--- src/rtl/simd_pkg.sv ---
// Shared types and constants for the SIMD vector datapath: ALU opcodes,
// sequencer states and default geometry.
package simd_pkg;

    localparam int OPCODE_WIDTH = 3;
    localparam int ADDR_WIDTH   = 6;
    localparam int LEN_WIDTH    = 5;
    localparam int MAX_LEN      = 16;
    localparam int DATA_WIDTH   = 32;

    typedef enum logic [2:0] {
        OP_NOOP          = 3'd0,
        OP_ADD           = 3'd1,
        OP_SUB           = 3'd2,
        OP_MUL           = 3'd3,
        OP_DOTP          = 3'd4,
        OP_STORE_TEMP_S1 = 3'd5,
        OP_STORE_TEMP_S2 = 3'd6,
        OP_STORE_RESULT  = 3'd7
    } opcode_e;

    typedef enum logic [1:0] {
        ST_IDLE,
        ST_RUN,
        ST_DRAIN,
        ST_FINISH
    } seq_state_e;

endpackage

--- src/rtl/alu_sequencer.sv ---
// Vector command sequencer: issues operand reads, feeds an external ALU through
// a 2-stage valid pipeline and writes element results or a dot-product sum.
module alu_sequencer #(
    parameter int OPCODE_WIDTH = simd_pkg::OPCODE_WIDTH,
    parameter int ADDR_WIDTH   = simd_pkg::ADDR_WIDTH,
    parameter int LEN_WIDTH    = simd_pkg::LEN_WIDTH
) (
    input  logic                    clk,
    input  logic                    rstn,
    input  logic                    cmd_valid,
    output logic                    cmd_ready,
    input  logic [OPCODE_WIDTH-1:0] cmd_opcode,
    input  logic [LEN_WIDTH-1:0]    cmd_len,
    input  logic [ADDR_WIDTH-1:0]   cmd_src_a,
    input  logic [ADDR_WIDTH-1:0]   cmd_src_b,
    input  logic [ADDR_WIDTH-1:0]   cmd_dst,
    output logic                    rd_en,
    output logic [ADDR_WIDTH-1:0]   rd_addr_a,
    output logic [ADDR_WIDTH-1:0]   rd_addr_b,
    input  logic [31:0]             rd_data_a,
    input  logic [31:0]             rd_data_b,
    output logic [31:0]             alu_a,
    output logic [31:0]             alu_b,
    output logic [OPCODE_WIDTH-1:0] alu_opcode,
    input  logic [31:0]             alu_out,
    output logic                    wr_en,
    output logic [ADDR_WIDTH-1:0]   wr_addr,
    output logic [31:0]             wr_data,
    output logic                    busy,
    output logic                    done,
    output logic                    err
);
    import simd_pkg::*;

    seq_state_e              state_q, state_d;
    logic [OPCODE_WIDTH-1:0] op_q, op_d;
    logic [LEN_WIDTH-1:0]    len_q, len_d;
    logic [LEN_WIDTH-1:0]    idx_q, idx_d;
    logic [LEN_WIDTH-1:0]    widx_q, widx_d;
    logic [ADDR_WIDTH-1:0]   src_a_q, src_a_d;
    logic [ADDR_WIDTH-1:0]   src_b_q, src_b_d;
    logic [ADDR_WIDTH-1:0]   dst_q, dst_d;
    logic                    err_q, err_d;
    logic [31:0]             acc_q, acc_d;
    logic                    v1_q, v1_d;
    logic                    v2_q, v2_d;
    logic                    fw_q, fw_d;

    logic                    is_dotp;
    logic                    cmd_reject;
    logic [LEN_WIDTH-1:0]    len_clamped;

    assign is_dotp    = (op_q == OPCODE_WIDTH'(OP_DOTP));
    assign cmd_reject = (cmd_opcode >= OPCODE_WIDTH'(OP_STORE_TEMP_S1));
    assign len_clamped = (cmd_len > LEN_WIDTH'(MAX_LEN)) ? LEN_WIDTH'(MAX_LEN) : cmd_len;

    always_comb begin
        state_d   = state_q;
        op_d      = op_q;
        len_d     = len_q;
        idx_d     = idx_q;
        widx_d    = widx_q;
        src_a_d   = src_a_q;
        src_b_d   = src_b_q;
        dst_d     = dst_q;
        err_d     = err_q;
        acc_d     = acc_q;
        v1_d      = (state_q == ST_RUN);
        v2_d      = v1_q;
        fw_d      = 1'b0;
        cmd_ready = 1'b0;
        busy      = 1'b1;
        done      = 1'b0;
        err       = 1'b0;
        rd_en     = 1'b0;

        // Result stage: a dot product folds into acc, element ops advance the write index.
        if (v2_q) begin
            if (is_dotp) begin
                acc_d = acc_q + alu_out;
            end else begin
                widx_d = widx_q + LEN_WIDTH'(1);
            end
        end

        case (state_q)
            ST_IDLE: begin
                cmd_ready = 1'b1;
                busy      = 1'b0;
                if (cmd_valid) begin
                    op_d    = cmd_opcode;
                    len_d   = len_clamped;
                    src_a_d = cmd_src_a;
                    src_b_d = cmd_src_b;
                    dst_d   = cmd_dst;
                    idx_d   = '0;
                    widx_d  = '0;
                    acc_d   = '0;
                    err_d   = cmd_reject;
                    if (cmd_reject || cmd_opcode == OPCODE_WIDTH'(OP_NOOP) || len_clamped == '0) begin
                        state_d = ST_FINISH;
                    end else begin
                        state_d = ST_RUN;
                    end
                end
            end
            ST_RUN: begin
                rd_en = 1'b1;
                idx_d = idx_q + LEN_WIDTH'(1);
                if (idx_q == len_q - LEN_WIDTH'(1)) begin
                    state_d = ST_DRAIN;
                end
            end
            ST_DRAIN: begin
                // v2 without v1 marks the last element leaving the pipeline.
                if (is_dotp) begin
                    if (fw_q) begin
                        state_d = ST_FINISH;
                    end else begin
                        fw_d = v2_q && !v1_q;
                    end
                end else if (v2_q && !v1_q) begin
                    state_d = ST_FINISH;
                end
            end
            ST_FINISH: begin
                done    = 1'b1;
                err     = err_q;
                state_d = ST_IDLE;
            end
            default: state_d = ST_IDLE;
        endcase
    end

    always_comb begin
        rd_addr_a  = '0;
        rd_addr_b  = '0;
        alu_a      = '0;
        alu_b      = '0;
        alu_opcode = OPCODE_WIDTH'(OP_NOOP);
        wr_en      = 1'b0;
        wr_addr    = '0;
        wr_data    = '0;
        if (rd_en) begin
            rd_addr_a = src_a_q + ADDR_WIDTH'(idx_q);
            rd_addr_b = src_b_q + ADDR_WIDTH'(idx_q);
        end
        if (v1_q) begin
            alu_a      = rd_data_a;
            alu_b      = rd_data_b;
            alu_opcode = op_q;
        end
        if (v2_q && !is_dotp) begin
            wr_en   = 1'b1;
            wr_addr = dst_q + ADDR_WIDTH'(widx_q);
            wr_data = alu_out;
        end else if (fw_q) begin
            wr_en   = 1'b1;
            wr_addr = dst_q;
            wr_data = acc_q;
        end
    end

    always_ff @(posedge clk or negedge rstn) begin
        if (!rstn) begin
            state_q <= ST_IDLE;
            op_q    <= '0;
            len_q   <= '0;
            idx_q   <= '0;
            widx_q  <= '0;
            src_a_q <= '0;
            src_b_q <= '0;
            dst_q   <= '0;
            err_q   <= 1'b0;
            acc_q   <= '0;
            v1_q    <= 1'b0;
            v2_q    <= 1'b0;
            fw_q    <= 1'b0;
        end else begin
            state_q <= state_d;
            op_q    <= op_d;
            len_q   <= len_d;
            idx_q   <= idx_d;
            widx_q  <= widx_d;
            src_a_q <= src_a_d;
            src_b_q <= src_b_d;
            dst_q   <= dst_d;
            err_q   <= err_d;
            acc_q   <= acc_d;
            v1_q    <= v1_d;
            v2_q    <= v2_d;
            fw_q    <= fw_d;
        end
    end

endmodule

--- config.mk ---
export PLATFORM = sky130hd
export DESIGN_NAME = alu_sequencer
export DESIGN_NICKNAME = d
export VERILOG_FILES = /design/src/rtl/simd_pkg.sv /design/src/rtl/alu_sequencer.sv
export SDC_FILE = /design/constraint.sdc
export NUM_CORES = 1
export LEC_CHECK = 0
export CORE_ASPECT_RATIO = 1.75
export CORE_MARGIN = 2
export CORE_UTILIZATION = 49
export CTS_BUF_LIST = sky130_fd_sc_hd__clkbuf_2
export DETAILED_ROUTE_END_ITERATION = 8
export PLACE_DENSITY = 0.95
export RECOVER_POWER = 25
export SETUP_SLACK_MARGIN = 0.02
export SLEW_MARGIN = 20
export SYNTH_ARGS = -nofsm -noshare
export SYNTH_HDL_FRONTEND = slang
export SYNTH_SLANG_ARGS = --single-unit
--- constraint.sdc ---
create_clock -name clk -period 6.9 [get_ports clk]
set_clock_uncertainty 0.05 [all_clocks]
set_input_delay 0.69 -clock clk [delete_from_list [all_inputs] [get_ports clk]]
set_output_delay 0.69 -clock clk [all_outputs]
set_load 0.05 [all_outputs]
==> reports/qor.yml <==
run_status:
  status: "finished, violations left"
  violations: "max-capacitance violations, max-slew violations"
worst_setup_path:
  reg2reg_depth: 11
  reg2reg_slack_ns: 3.88
  end_kind: "primary output"
  required_ns: 6.16
  r2r_end: "acc_q[30]"
  crit_type: "reg2out"
  cp_max_fo: 70
  max_stage_delay_ns: 1.42
  cp-start-kind: "flop"
  crit_path_cell_trace: "clkbuf_1, and2_1, clkdlybuf4s50_1"
  critPathSlowestCell: "clkbuf_1"
  rr_startpoint: "acc_q[0]"
  crit_arrival_ns: 3.54
power:
  power_density_nw_per_um2: 435
  ir_drop_uv: 351
  p_leak_uw: 0.00404
clock_network:
  cts_setup_buffers: 0
  postCtsHoldBufs: 0
  clock_path_buffers: 2
  clkSinkCount: 74
  cts_htree_levels: 3
  cts-root-buf: "clkbuf_2"
  cts-resized-gates: 0
  cts_tree: "done"
  clkSlewWorstSetupHoldPaths_ns: 0.19
  cts_made_buffers: 9
  insertion_delay_ns: 0.58
timing:
  fmax_mhz: 234
  max_slew_margin_pct: -172
  setup_ws_ns: 2.62
  fin_crit_ns: 4.28
  slew_violations: 146
  final-hold-violation-count: 0
  worst_slew_pin_slew_ns: 4.08
  setup_tns_ns: 0
  setup_violations: 0
  rsz0062_at_grt: "no"
  post-route-period-util_pct: 62.0
global_route:
  gr-total-overflow: 0
  grt_max_degree: 75
  antenna_found_initial: 1
  grt.total_usage_pct: 30.0
  grt_pass1_vias: 6730
  grt_pass1_wl_um: 33700
placement:
  dp_slack_ns: 3.20
  hpwl_um: 16000
  place_area_sq_um: 8870
  gp_congestion: 0.938
  port-buffer-count: 247
floorplan:
  io_pins: 248
  die_w_um: 89.7
  placementRows: 54
  die-area_sq_um: 13800
  die_h_um: 154
  core_sq_um: 12500
  start_util_pct: 50.4
synthesis:
  syn_area_sq_um: 6300
  synthArstFlopShare_pct: 100
  yosys-top-cells-area: "dfrtp_1 29%, nand2_1 12%, ha_1 11%"
  yosys_warnings: 0
  synthCells: 840
  syn_nets: 1022
  synth_cell_types: 61
  synth-edff-count: 0
  yosysTopAreaCell: "dfrtp_1"
  synth.most_common_cell: "nand2_1"
  ys_seq_area_share_pct: 29.4
  avgSynthCellArea_sq_um: 7.50
  yosys-top-cells-count: "206 x nand2_1, 75 x and2_1, 74 x dfrtp_1"
  synth_top_area_share_pct: 29.4
  synth-seq-cells: 74
  ys.flop_type: "dfrtp_1"
min_path:
  hold_start: "err_q"
  holdPathStages: 2
  min_to: "err_q"
  hold_class: "reg2reg"
routing:
  drt_iter0_markers: 372
  top_layer: "met4"
  wirelength_um: 21000
  dr.pass1.iters: 5
  vias: 6859
  wl_per_cell_um: 17.0
  route.detailed.drc: 0
  drt-met1-wl_um: 8050
  dr_wl_met2_um: 11000
  routed_via_density: 5.55
  postRouteAntennaNets: 0
  met3WireLength_um: 1320
final_layout:
  final_layout_size_suffix_gt1_share_pct: 2.72
  fin_nets: 1244
  final_util_pct: 71.9
  final_area_sq_um: 8990
  area_growth_pct: 42.7
  fillers: 953
job:
  maxCapViolCount: 2
## state kept, by name (all words and copies together) (netlist names), 2 cells and up
signal   cells
acc_q       32
dst_q        6
src_a_q      6
src_b_q      6
idx_q        5
len_q        5
widx_q       5
op_q         3
state_q      2
## per-stage QoR
stage	cells	total power, uW	hold WS [ns]
finish	1235	3910	0.457
global route	1235	4150	0.479
CTS	1234	3890	0.220
detailed placement	1219	3600	0.417
global placement	1219	3530	0.408
floorplan	840	2750	0.344
## cell type report
class	count	area (sq um)	area share [%]
Multi-Input combinational cell	701	4200	46.8
Sequential cell	74	1850	20.6
Clock inverter	4	67.6	0.752
Antenna cell	1	2.50	0.0278
Inverter	22	82.6	0.919
Tap cell	168	210	2.34
Clock buffer	11	55.1	0.613
Timing Repair Buffer	254	2510	28.0
## critical path, delay by kind of cell (launching register included)
family                 cells  cell delay, ns
DFF                        1            0.36
buffers and inverters      2            2.31
and+or+nand+nor            1            0.30
## power by group
group | internal, uW | total [uW] | leakage, uW | switching, uW
Combinational | 1030 | 2850 | 0.00300 | 1820
Clock | 119 | 279 | 0.0000771 | 161
Sequential | 602 | 775 | 0.000964 | 173
Total | 1750 | 3910 | 0.00404 | 2160
## how the worst max path moves through the flow
| stage | startpoint | endpoint |
|---|---|---|
| finish | v1_q | alu_b[1] |
| global route | v1_q | alu_b[14] |
| CTS | op_q[0] | wr_addr[5] |
| detailed placement | alu_out[0] | acc_q[30] |
| global placement | alu_out[0] | acc_q[30] |
| floorplan | widx_q[0] | wr_addr[4] |
## cell families after synthesis
kind of cell	Yosys count	synth area share, %
flip-flops	74	29.4
adder cells (fa/ha/maj)	57	11.8
buffers and inverters	65	3.97
AND/OR/NAND/NOR	434	32.1
multiplexers	1	0.159
AO/OA/AOI/OAI	159	15.7
XOR/XNOR	50	6.95
## cell usage in the layout (no fill, tap or decap), drive strengths merged, types with 2 or more instances in the layout
master | Yosys | layout
a31oi | 8 | 8
a211oi | 5 | 5
nor2b | 10 | 10
nand3b | 5 | 5
o21bai | 5 | 5
bufinv | 0 | 2
nor4b | 2 | 2
xnor2 | 32 | 32
inv | 22 | 22
xor2 | 18 | 18
nand4 | 4 | 4
nor2 | 51 | 51
a21o | 12 | 12
clkdlybuf4s50 | 0 | 246
fa | 4 | 4
a21boi | 4 | 4
a21oi | 63 | 63
o41ai | 3 | 3
o21a | 3 | 3
and3 | 2 | 2
o21ai | 32 | 32
o31ai | 3 | 3
nand3 | 50 | 50
nand2 | 206 | 206
nor4 | 2 | 2
clkinv | 0 | 2
nor3 | 9 | 9
ha | 53 | 53
nand2b | 5 | 5
dfrtp | 74 | 74
a2111oi | 2 | 2
buf | 6 | 6
and2 | 76 | 76
or3 | 4 | 4
clkbuf | 37 | 13
o22ai | 3 | 3
nor3b | 3 | 3
or2 | 2 | 2
o2111ai | 3 | 3
## routing by layer
| layer | track usage [%] | up-vias |
|---|---|---|
| li1 | - | 3286 |
| met1 | 34.4 | 3220 |
| met2 | 55.3 | 301 |
| met3 | 5.24 | 52 |
| met4 | 11.6 | 0 |
| met5 | 0 | - |
Note: power is estimated with default switching activity, not from simulation.
